==> src/rtl/multicycle_control_fsm.sv <==
// Main sequencer for the multi-cycle MIPS datapath: a Moore FSM that walks each
// instruction through fetch/decode/execute/memory/writeback, stalling on mem_ready.
module multicycle_control_fsm (
  input  logic       clk,
  input  logic       rst_n,
  input  logic [5:0] opcode,
  input  logic [5:0] funct,
  input  logic       mem_ready,
  output logic       pc_write,
  output logic       pc_write_cond,
  output logic       ir_write,
  output logic       reg_write,
  output logic       iord,
  output logic       mem_read,
  output logic       mem_write,
  output logic       mem_to_reg,
  output logic       reg_dst,
  output logic       alu_src_a,
  output logic [1:0] alu_src_b,
  output logic [1:0] alu_op,
  output logic       funct_src,
  output logic [1:0] pc_source,
  output logic       instr_done,
  output logic       halted
);

  localparam logic [5:0] OP_R     = 6'b000000;
  localparam logic [5:0] OP_J     = 6'b000010;
  localparam logic [5:0] OP_BEQ   = 6'b000100;
  localparam logic [5:0] OP_ADDI  = 6'b001000;
  localparam logic [5:0] OP_ADDIU = 6'b001001;
  localparam logic [5:0] OP_ORI   = 6'b001101;
  localparam logic [5:0] OP_LUI   = 6'b001111;
  localparam logic [5:0] OP_LW    = 6'b100011;
  localparam logic [5:0] OP_SW    = 6'b101011;
  localparam logic [5:0] FN_JR    = 6'b001000;

  typedef enum logic [3:0] {
    S_IDLE      = 4'd0,
    S_FETCH     = 4'd1,
    S_DECODE    = 4'd2,
    S_MEMADR    = 4'd3,
    S_MEMRD     = 4'd4,
    S_MEMWB     = 4'd5,
    S_MEMWR     = 4'd6,
    S_REXEC     = 4'd7,
    S_RWB       = 4'd8,
    S_IEXEC_ADD = 4'd9,
    S_IEXEC_LOG = 4'd10,
    S_IWB       = 4'd11,
    S_BEQ       = 4'd12,
    S_JUMP      = 4'd13,
    S_JR        = 4'd14,
    S_HALT      = 4'd15
  } state_t;

  state_t state_r;
  state_t next_state_s;

  // State register; reset abandons any in-flight access and returns to IDLE.
  always_ff @(posedge clk or negedge rst_n) begin
    if (!rst_n) begin
      state_r <= S_IDLE;
    end else begin
      state_r <= next_state_s;
    end
  end

  // Next-state selection; mem_ready only matters in the three memory states.
  always_comb begin
    next_state_s = state_r;
    case (state_r)
      S_IDLE:   next_state_s = S_FETCH;
      S_FETCH: begin
        if (mem_ready) next_state_s = S_DECODE;
        else           next_state_s = S_FETCH;
      end
      S_DECODE: begin
        case (opcode)
          OP_LW, OP_SW: next_state_s = S_MEMADR;
          OP_R: begin
            if (funct == FN_JR) next_state_s = S_JR;
            else                next_state_s = S_REXEC;
          end
          OP_BEQ:            next_state_s = S_BEQ;
          OP_J:              next_state_s = S_JUMP;
          OP_ADDI, OP_ADDIU: next_state_s = S_IEXEC_ADD;
          OP_ORI, OP_LUI:    next_state_s = S_IEXEC_LOG;
          default:           next_state_s = S_HALT;
        endcase
      end
      S_MEMADR: begin
        // Opcode is stable for the whole instruction; anything else here is a trap.
        if (opcode == OP_LW)      next_state_s = S_MEMRD;
        else if (opcode == OP_SW) next_state_s = S_MEMWR;
        else                      next_state_s = S_HALT;
      end
      S_MEMRD: begin
        if (mem_ready) next_state_s = S_MEMWB;
        else           next_state_s = S_MEMRD;
      end
      S_MEMWR: begin
        if (mem_ready) next_state_s = S_FETCH;
        else           next_state_s = S_MEMWR;
      end
      S_MEMWB, S_RWB, S_IWB, S_BEQ, S_JUMP, S_JR: next_state_s = S_FETCH;
      S_REXEC:                     next_state_s = S_RWB;
      S_IEXEC_ADD, S_IEXEC_LOG:    next_state_s = S_IWB;
      S_HALT:                      next_state_s = S_HALT;
      default:                     next_state_s = S_HALT;
    endcase
  end

  // Moore output decode; write strobes in wait states are gated by mem_ready.
  always_comb begin
    pc_write      = 1'b0;
    pc_write_cond = 1'b0;
    ir_write      = 1'b0;
    reg_write     = 1'b0;
    iord          = 1'b0;
    mem_read      = 1'b0;
    mem_write     = 1'b0;
    mem_to_reg    = 1'b0;
    reg_dst       = 1'b0;
    alu_src_a     = 1'b0;
    alu_src_b     = 2'b00;
    alu_op        = 2'b00;
    funct_src     = 1'b0;
    pc_source     = 2'b00;
    instr_done    = 1'b0;
    halted        = 1'b0;
    case (state_r)
      S_IDLE: begin
        halted = 1'b0;
      end
      S_FETCH: begin
        mem_read  = 1'b1;
        alu_src_b = 2'b01;
        ir_write  = mem_ready;
        pc_write  = mem_ready;
      end
      S_DECODE: begin
        alu_src_b = 2'b11;
      end
      S_MEMADR, S_IEXEC_ADD: begin
        alu_src_a = 1'b1;
        alu_src_b = 2'b10;
      end
      S_MEMRD: begin
        mem_read = 1'b1;
        iord     = 1'b1;
      end
      S_MEMWB: begin
        reg_write  = 1'b1;
        mem_to_reg = 1'b1;
        instr_done = 1'b1;
      end
      S_MEMWR: begin
        mem_write  = 1'b1;
        iord       = 1'b1;
        instr_done = mem_ready;
      end
      S_REXEC: begin
        alu_src_a = 1'b1;
        alu_op    = 2'b10;
      end
      S_RWB: begin
        reg_write  = 1'b1;
        reg_dst    = 1'b1;
        instr_done = 1'b1;
      end
      S_IEXEC_LOG: begin
        alu_src_a = 1'b1;
        alu_src_b = 2'b10;
        alu_op    = 2'b11;
        funct_src = 1'b1;
      end
      S_IWB: begin
        reg_write  = 1'b1;
        instr_done = 1'b1;
      end
      S_BEQ: begin
        alu_src_a     = 1'b1;
        alu_op        = 2'b01;
        pc_write_cond = 1'b1;
        pc_source     = 2'b01;
        instr_done    = 1'b1;
      end
      S_JUMP: begin
        pc_write   = 1'b1;
        pc_source  = 2'b10;
        instr_done = 1'b1;
      end
      S_JR: begin
        pc_write   = 1'b1;
        pc_source  = 2'b11;
        instr_done = 1'b1;
      end
      S_HALT: begin
        halted = 1'b1;
      end
      default: begin
        halted = 1'b1;
      end
    endcase
  end

endmodule

==> config.mk <==
export PLATFORM = sky130hd
export DESIGN_NAME = multicycle_control_fsm
export DESIGN_NICKNAME = d
export VERILOG_FILES = /design/src/rtl/multicycle_control_fsm.sv
export SDC_FILE = /design/constraint.sdc
export NUM_CORES = 1
export LEC_CHECK = 0
export BUFFER_PORTS_ARGS = -buffer_cell sky130_fd_sc_hd__buf_2
export CAP_MARGIN = 30
export CORE_UTILIZATION = 47
export DETAILED_ROUTE_END_ITERATION = 8
export PLACE_DENSITY = 0.83
export SYNTH_ARGS = -nofsm -noshare
export SYNTH_HDL_FRONTEND = slang
export SYNTH_SLANG_ARGS = --single-unit
==> constraint.sdc <==
create_clock -name clk -period 4.85 [get_ports clk]
set_clock_uncertainty 0.15 [all_clocks]
set_input_delay 0.97 -clock clk [delete_from_list [all_inputs] [get_ports clk]]
set_output_delay 0.97 -clock clk [all_outputs]
set_load 0.01 [all_outputs]
==> impl_metrics.toml, run 1 <==
[status]
outcome = "complete, no violations"

[setup_path]
slowest_delay_ns = 0.83
cp_max_fo = 26
crit_arrival_ns = 1.86
r2r_slack_ns = 2.97
r2r_end = "state_r[0]"
cp-start-kind = "flip-flop"
reg2reg_depth = 4
required_ns = 3.73
reg2reg_from = "state_r[1]"
critical_path.cell_chain = "nor2b_1, and3_1, or2_2, buf_2"
slowest_stage = "dfrtp_1"
crit_family = "flip-flops"
path_buf_inv = 1
end_kind = "primary output"
critPathKind = "flip-flop to primary output"

[place]
post-dp-hpwl_mm = 1.29
portBuffers = 33
gp_congestion = 0.764

[clock_tree]
h-tree-depth = 1
hold_buffers = 0
clockBufferDepth = 2
clk_latency_ns = 0.25
cts.reportedPaths.clkPinSlew_ns = 0.04
cts_tree = "built"
cts_root_buffer = "clkbuf_4"
ctsResizeCount = 0
postCtsSetupRepairBufs = 0
cts.sinks = 4
numCtsBuffers = 3

[routing]
viasPerCell = 5.67
drc = 0
wl_met2_um = 820
drtIter0Drc = 15
topRoutingLayerUsed = "met4"
drt_first_pass_iters = 4
antenna_left = 0
met1_length_um = 726
dr_total_vias = 783
wl_met3_um = 69
drt-wirelength-per-cell_um = 11.9
drt_wl_total_mm = 1.64

[final_layout]
diodes = 0
area_growth_syn_to_layout_pct = 26.2
top_regs = "state_r: 4 flops"
finalNetCount = 140
regMostFlops = "state_r"
layout-drive-gt1-share_pct = 33.3
largest_reg_flops = 4

[sta]
fmax_ghz = 0.336
post-route-period-util_pct = 61.4
slew_headroom_pct = 48.5
setup_viol = 0
final_hold_viol_count = 0
fin_crit_ns = 2.98
rsz0062_at_grt = "false"
worstMarginPinSlew_ns = 0.772
setup_tns_ns = 0
slew_viol_final = 0

[hold_path]
hp-class = "input port to asynchronous set/reset pin"

[logic_synthesis]
syn_area_um2 = 659
postSynthNetCount = 110
yosys_warnings = 0
ys_seq_area_share_pct = 15.2
synthCells = 95
ys_ff_latch = 4
avgSynthCellArea_um2 = 6.94
synth_cell_types = 38

[pwr]
intPower_w = 0.000230
worst_ir_drop_vdd_v = 0.000282
pwr-share-comb_pct = 65.0
p_sw_w = 0.000256
finalPower_w = 0.000486
switching_share_pct = 52.7
p_leak_nw = 0.421
p_per_area_mw_per_mm2 = 584
pwr-share-clk_pct = 9.0
pwr-share-seq_pct = 26.0

[flow_run]
maxCapViolations = 0

[global_route]
grt_max_degree = 27
grt_overflow_total = 0
grt.total_usage_pct = 23.4
grt_pass1_vias = 613
grt_first_pass_wirelength_mm = 2.44
antenna_found_initial = 0

[floorplanning]
num_io_pins = 34
die_area_mm2 = 0.00156
num_rows = 13
core_area_mm2 = 0.00130
die_y_um = 39.5
die_x_um = 39.5
start_util_pct = 50.7
==> worst max path at each step <==
stage | startpoint | to | slack [ns] | cells after the start
final | state_r[1] | pc_write | 1.87 | 4
after global routing | state_r[1] | alu_src_a | 1.74 | 5
after CTS | state_r[1] | alu_src_a | 1.88 | 5
after detailed placement | mem_ready | pc_write | 2.02 | 4
after global placement | mem_ready | pc_write | 2.05 | 4
after floorplan | mem_ready | pc_write | 2.27 | 2
==> power by group through the flow <==
stage               Sequential [W]  Combinational [W]  Clock [W]
detailed placement        0.000127           0.000316          0
CTS                       0.000125           0.000318  0.0000442
floorplan                0.0000575           0.000294          0
global placement          0.000125           0.000310          0
global route              0.000134           0.000352  0.0000465
finish                    0.000126           0.000316  0.0000437
==> layout by cell type, fill, tap and decap left out, types with 2 or more instances in the layout <==
cell	synthesis	final
nor2b_1	4	4
nand3_1	5	5
mux2i_1	3	3
a211oi_1	3	3
inv_1	4	4
o21ai_0	5	5
or2_2	2	2
nor2_1	9	9
buf_2	3	33
xnor2_1	2	2
nor3_1	5	5
a21o_1	2	2
a21oi_1	4	4
nand2b_1	6	6
clkbuf_4	0	3
dfrtp_1	4	4
nand2_1	7	7
and3b_1	2	2
==> synthesized netlist by cell type <==
| library cell | instances | area share (%) |
|---|---|---|
| nand4b_1 | 1 | 1.3 |
| o32a_1 | 1 | 1.5 |
| dfrtp_1 | 4 | 15 |
| nand3_1 | 5 | 3.8 |
| xnor2_1 | 2 | 2.7 |
| and2_1 | 1 | 0.95 |
| inv_1 | 4 | 2.3 |
| nor3_1 | 5 | 3.8 |
| clkbuf_1 | 5 | 2.8 |
| or2_1 | 1 | 0.95 |
| and3b_1 | 2 | 2.7 |
| or4_4 | 1 | 1.7 |
| o21a_1 | 1 | 1.1 |
| mux2i_1 | 3 | 4.6 |
| buf_2 | 3 | 2.3 |
| a211oi_1 | 3 | 3.4 |
| xor2_1 | 1 | 1.3 |
| nor4b_1 | 1 | 1.3 |
| a221o_1 | 1 | 1.5 |
| or3_1 | 1 | 0.95 |
| a21oi_1 | 4 | 3.0 |
| or3b_1 | 1 | 1.3 |
| nand2b_1 | 6 | 5.7 |
| o221ai_1 | 1 | 1.3 |
| and3_1 | 1 | 0.95 |
| or2_2 | 2 | 1.9 |
| a31oi_1 | 1 | 0.95 |
| o221ai_2 | 1 | 2.3 |
| nand4_1 | 1 | 0.95 |
| a21o_1 | 2 | 2.3 |
| nor2b_1 | 4 | 3.8 |
| nand2_1 | 7 | 4.0 |
| a41oi_1 | 1 | 1.3 |
| o311ai_2 | 1 | 2.5 |
| o21ai_0 | 5 | 3.8 |
| o311ai_0 | 1 | 1.3 |
| a2111oi_0 | 1 | 1.3 |
| nor2_1 | 9 | 5.1 |
==> cell type report <==
type,instances,area [um^2]
well taps,15,18.8
multi-input cells,79,510
fillers,131,469
flip-flops and latches,4,100
repair buffers,33,165
inverters,4,15.0
clock buffers,3,22.5
==> worst reg2reg max path: cells and delay by family, from the launching register on <==
family	cells	cell delay (ns)
AO/OA/AOI/OAI	2	0.51
AND/OR/NAND/NOR	2	0.25
flip-flops	1	0.83
==> through the flow <==
step           hold WS, ns  setup slack, ns  cell area [um^2]  util, %  std cells
2_1_floorplan        0.450             2.27               659        -         95
3_3_place_gp         0.623             2.05               810     62.2        135
3_5_place_dp         0.627             2.02               810     62.2        135
4_1_cts              0.367             1.88               832     63.9        138
5_1_grt              0.363             1.74               832     63.9        138
6_report             0.366             1.87               832     63.9        138
==> kinds of logic after synthesis <==
family / after synthesis / share of synthesized area [%]
flops: 4 / 15.2
mux: 3 / 4.55
compound gates: 24 / 27.7
buf+inv: 12 / 7.40
xor+xnor: 3 / 3.99
simple gates: 49 / 41.2
==> metal layers <==
metal / vias to the layer above / global-route usage [%]
met4: 0 / 12.9
met5: - / 0
li1: 404 / -
met2: 29 / 43.0
met1: 348 / 25.9
met3: 2 / 1.70
(Power assumes the default switching activity.)
==> run 2: changes to the inputs <==
Settings changed: CORE_ASPECT_RATIO from default to 0.8, CORE_UTILIZATION 47 to 40, PLACE_DENSITY 0.83 to 0.75.
Clock period 4.85 ns to 2.72 ns, I/O delays scaled along.
==> run 2 against run 1 <==
Compared with the run above: flip-flop and latch count did not move; cell count is 5.8% higher; first-iteration DRC count is 6.7% higher; non-clock buffer count rose by 2; via count up 2.2%; routed wire length is 5.8% higher.
==> impl_metrics.toml, run 2 (synthesis gave the netlist of run 1 again) <==
[floorplanning]
core_area_mm2 = 0.00146
num_rows = 12
num_io_pins = 34
die_area_mm2 = 0.00182
die_x_um = 47.4
die_y_um = 38.3
start_util_pct = 45.3

[clock_tree]
clockBufferDepth = 2
cts_root_buffer = "clkbuf_4"
numCtsBuffers = 3
h-tree-depth = 1
cts_tree = "built"
cts.sinks = 4
ctsResizeCount = 0
clk_latency_ns = 0.23
cts.reportedPaths.clkPinSlew_ns = 0.04

[pwr]
p_per_area_mw_per_mm2 = 1030
p_leak_nw = 0.430
finalPower_w = 0.000880
worst_ir_drop_vdd_v = 0.000442

[final_layout]
layout_common_cells = "33 x buf_2, 9 x nor2_1, 7 x nand2_1, 6 x nand2b_1"
diodes = 0
finalNetCount = 142
top_regs = "state_r: 4 flops"
largest_reg_flops = 4
layout-drive-gt1-share_pct = 33.6
regMostFlops = "state_r"
fill_cells = 151
post-route-util_pct = 58.8
final_common_cell = "buf_2"
area_growth_syn_to_layout_pct = 30.0

[routing]
drtIter0Drc = 16
drc = 0
dr_total_vias = 800
drt_first_pass_iters = 4
viasPerCell = 5.48
drt_wl_total_mm = 1.73
drt-wirelength-per-cell_um = 11.9
antenna_left = 0

[global_route]
met1_usage_pct = 30.6
grt_util_met2_pct = 36.0
grt_max_degree = 23
antenna_found_initial = 0
grt_overflow_total = 0
grt-busiest-layer = "met2"
grt_first_pass_wirelength_mm = 2.88
met3_usage_pct = 5.66
grt.total_usage_pct = 23.2
grt_pass1_vias = 660

[place]
gp_congestion = 0.781
post-dp-hpwl_mm = 1.40
portBuffers = 33

[setup_path]
cp_max_fo = 20
end_kind = "primary output"
crit_arrival_ns = 1.83
cp-start-kind = "flip-flop"
critPathKind = "flip-flop to primary output"
required_ns = 2.03

[sta]
setup_tns_ns = 0
final_hold_viol_count = 0
setup_viol = 0
slew_viol_final = 0
fmax_ghz = 0.395
rsz0062_at_grt = "false"
fin_crit_ns = 2.53
hold_ws_ns = 0.495
slew_headroom_pct = 63.3
worstMarginPinSlew_ns = 0.550
post-route-period-util_pct = 93.0

[status]
outcome = "complete, no violations"

[flow_run]
maxCapViolations = 0

[hold_path]
hp-class = "input port to asynchronous set/reset pin"
-- run 2: what timing repair did --
item / in CTS / in global routing
hold endpoints to repair: 4 / 0
setup endpoints to repair: 0 / 0
hold buffers: 1 / 0
setup buffers: 0 / 0
-- run 2: final timing paths --
kind                            start          to  slack (ns)  cells past startpoint
max in group asynchronous       rst_n  state_r[3]        1.81                      2
setup reg to reg           state_r[0]  state_r[0]        1.02                      4
min in group clk            opcode[4]  state_r[1]        0.50                      3
setup / recovery           state_r[0]   alu_src_a        0.19                      5
hold / removal                  rst_n  state_r[2]        0.49                      2
hold reg to reg            state_r[1]  state_r[3]        0.62                      2
-- run 2: per-layer routing --
metal  up-vias  share of wire, %
met5         -                 0
met4         0              0.75
met3         2               5.4
met2        28                47
met1       361                47
li1        409                 -
-- run 2: final cells by class --
cell class | instances | area [um^2] | share of cell area (%)
multi-input combinational | 79 | 510 | 59.6
tap | 21 | 26.3 | 3.07
clock buffer | 3 | 22.5 | 2.63
inverter | 4 | 15.0 | 1.75
sequential | 4 | 100 | 11.7
timing repair buffer | 35 | 183 | 21.3
-- run 2: where the power goes --
part	switching [W]	total [W]	internal, W
clock	0.0000249	0.0000742	0.0000494
combinational	0.000336	0.000620	0.000284
sequential	0.0000980	0.000186	0.0000876
total	0.000459	0.000880	0.000421
-- run 2: stage by stage --
step                      cell area, um^2  std cells  setup slack (ns)
after global routing                  857        146            0.0640
after floorplan                       659         95             0.696
final                                 857        146             0.191
after global placement                825        142             0.499
after detailed placement              825        142             0.437
after CTS                             857        146             0.180
-- run 2: critical path: stages, from the launching register on --
cell      delay (ns)
dfrtp_1         0.68
nand2b_1        0.25
nor2_1          0.08
or2_2           0.29
a21o_1          0.16
buf_2           0.13
==> run 3: changes to the inputs <==
Settings changed: CORE_ASPECT_RATIO 0.8 to default, CORE_UTILIZATION 40 to 47, GPL_ROUTABILITY_DRIVEN from default to 0, PLACE_DENSITY 0.75 to 0.83.
Clock period 2.72 ns to 3.2 ns, I/O delays scaled along.
==> run 3 against run 2 <==
Compared with the run above: via count is 0.63% higher; combinational power is 23% lower; first-iteration DRC count is 13% lower; clock power is 13% lower; power is 17% lower; largest power group unchanged; highest routed layer is now met3.
==> impl_metrics.toml, run 3 (synthesis gave the netlist of run 1 again) <==
[status]
outcome = "complete, no violations"

[floorplanning]
core_area_mm2 = 0.00130
start_util_pct = 50.7
die_y_um = 39.5
num_io_pins = 34
die_x_um = 39.5
die_area_mm2 = 0.00156
num_rows = 13

[routing]
antenna_left = 0
viasPerCell = 5.83
drt_first_pass_iters = 4
drt-wirelength-per-cell_um = 11.8
drc = 0
drt_wl_total_mm = 1.63
dr_total_vias = 805
drtIter0Drc = 14

[pwr]
p_leak_nw = 0.421
p_per_area_mw_per_mm2 = 881
finalPower_w = 0.000733
worst_ir_drop_vdd_v = 0.000616

[global_route]
grt_overflow_total = 0
grt_max_degree = 27
grt_first_pass_wirelength_mm = 2.65
grt.total_usage_pct = 24.9
antenna_found_initial = 0
grt_pass1_vias = 661

[setup_path]
crit_arrival_ns = 1.85
reg2reg_from = "state_r[1]"
cp_max_fo = 26
cp-start-kind = "flip-flop"
critPathKind = "flip-flop to primary output"
r2r_slack_ns = 1.34
startpoint = "state_r[1]"
reg2reg_depth = 4
required_ns = 2.41
end_kind = "primary output"
endpoint = "pc_write"
r2r_end = "state_r[0]"
critical_path.cell_chain = "nor2b_1, and3_1, or2_2, buf_2"
slowest_delay_ns = 0.83
slowest_stage = "dfrtp_1"

[place]
place_area_um2 = 810
portBuffers = 33
post-dp-hpwl_mm = 1.26

[sta]
rsz0062_at_grt = "false"
setup_viol = 0
fin_crit_ns = 2.64
fmax_ghz = 0.379
final_hold_viol_count = 0
post-route-period-util_pct = 82.4
worstMarginPinSlew_ns = 0.769
slew_headroom_pct = 48.7
setup_tns_ns = 0
slew_viol_final = 0

[clock_tree]
cts_root_buffer = "clkbuf_4"
h-tree-depth = 1
numCtsBuffers = 3
clk_latency_ns = 0.24
cts.reportedPaths.clkPinSlew_ns = 0.04
cts.sinks = 4
ctsResizeCount = 0
cts_tree = "built"
postCtsSetupRepairBufs = 0
clockBufferDepth = 2
hold_buffers = 0

[final_layout]
layout_common_cells = "33 x buf_2, 9 x nor2_1, 7 x nand2_1, 6 x nand2b_1"
top_regs = "state_r: 4 flops"
post-route-util_pct = 63.9
final_common_cell = "buf_2"
layout-drive-gt1-share_pct = 33.3
diodes = 0
largest_reg_flops = 4
area_growth_syn_to_layout_pct = 26.2
final_cell_area_um2 = 832
finalNetCount = 140
fill_cells = 132
regMostFlops = "state_r"

[hold_path]
hp-class = "input port to asynchronous set/reset pin"

[flow_run]
maxCapViolations = 0
run 3: how the worst min path moves through the flow:
stage	start	end	slack, ns	cells past startpoint
after floorplan	rst_n	state_r[0]	0.19	0
after global placement	rst_n	state_r[2]	0.29	1
after detailed placement	rst_n	state_r[2]	0.30	1
after CTS	rst_n	state_r[1]	0.04	1
after global routing	rst_n	state_r[1]	0.04	1
final	rst_n	state_r[1]	0.04	1
run 3: per-layer routing:
metal	share of wire (%)	track usage [%]	wire length, um	vias to the layer above
met5	0	0	0	-
met4	0	5.17	0	0
met3	6.5	5.11	107	0
met2	50	45.1	810	30
met1	44	29.4	716	369
li1	-	-	-	406
run 3: layout make-up:
class | instances | area (um^2) | share of cell area, %
inverters | 4 | 15.0 | 1.80
repair buffers | 33 | 165 | 19.8
multi-input cells | 79 | 510 | 61.4
flip-flops and latches | 4 | 100 | 12.0
clock buffers | 3 | 22.5 | 2.71
well taps | 15 | 18.8 | 2.26
run 3: where the power goes:
group / internal (W) / switching (W)
clock: 0.0000421 / 0.0000225
sequential: 0.0000735 / 0.000119
combinational: 0.000233 / 0.000243
run 3: worst max-delay path, delay by kind of cell (launching register included):
| family | cells | cell delay, ns |
|---|---|---|
| flip-flops | 1 | 0.83 |
| AND/OR/NAND/NOR | 3 | 0.63 |
| buffers and inverters | 1 | 0.14 |
run 3: per-stage QoR:
step           std cells  worst slack, ns  hold WS, ns
5_1_grt              138            0.465       0.0394
3_3_place_gp         135            0.859        0.294
3_5_place_dp         135            0.829        0.297
2_1_floorplan         95             1.08        0.194
4_1_cts              138            0.575       0.0377
6_report             138            0.563       0.0419
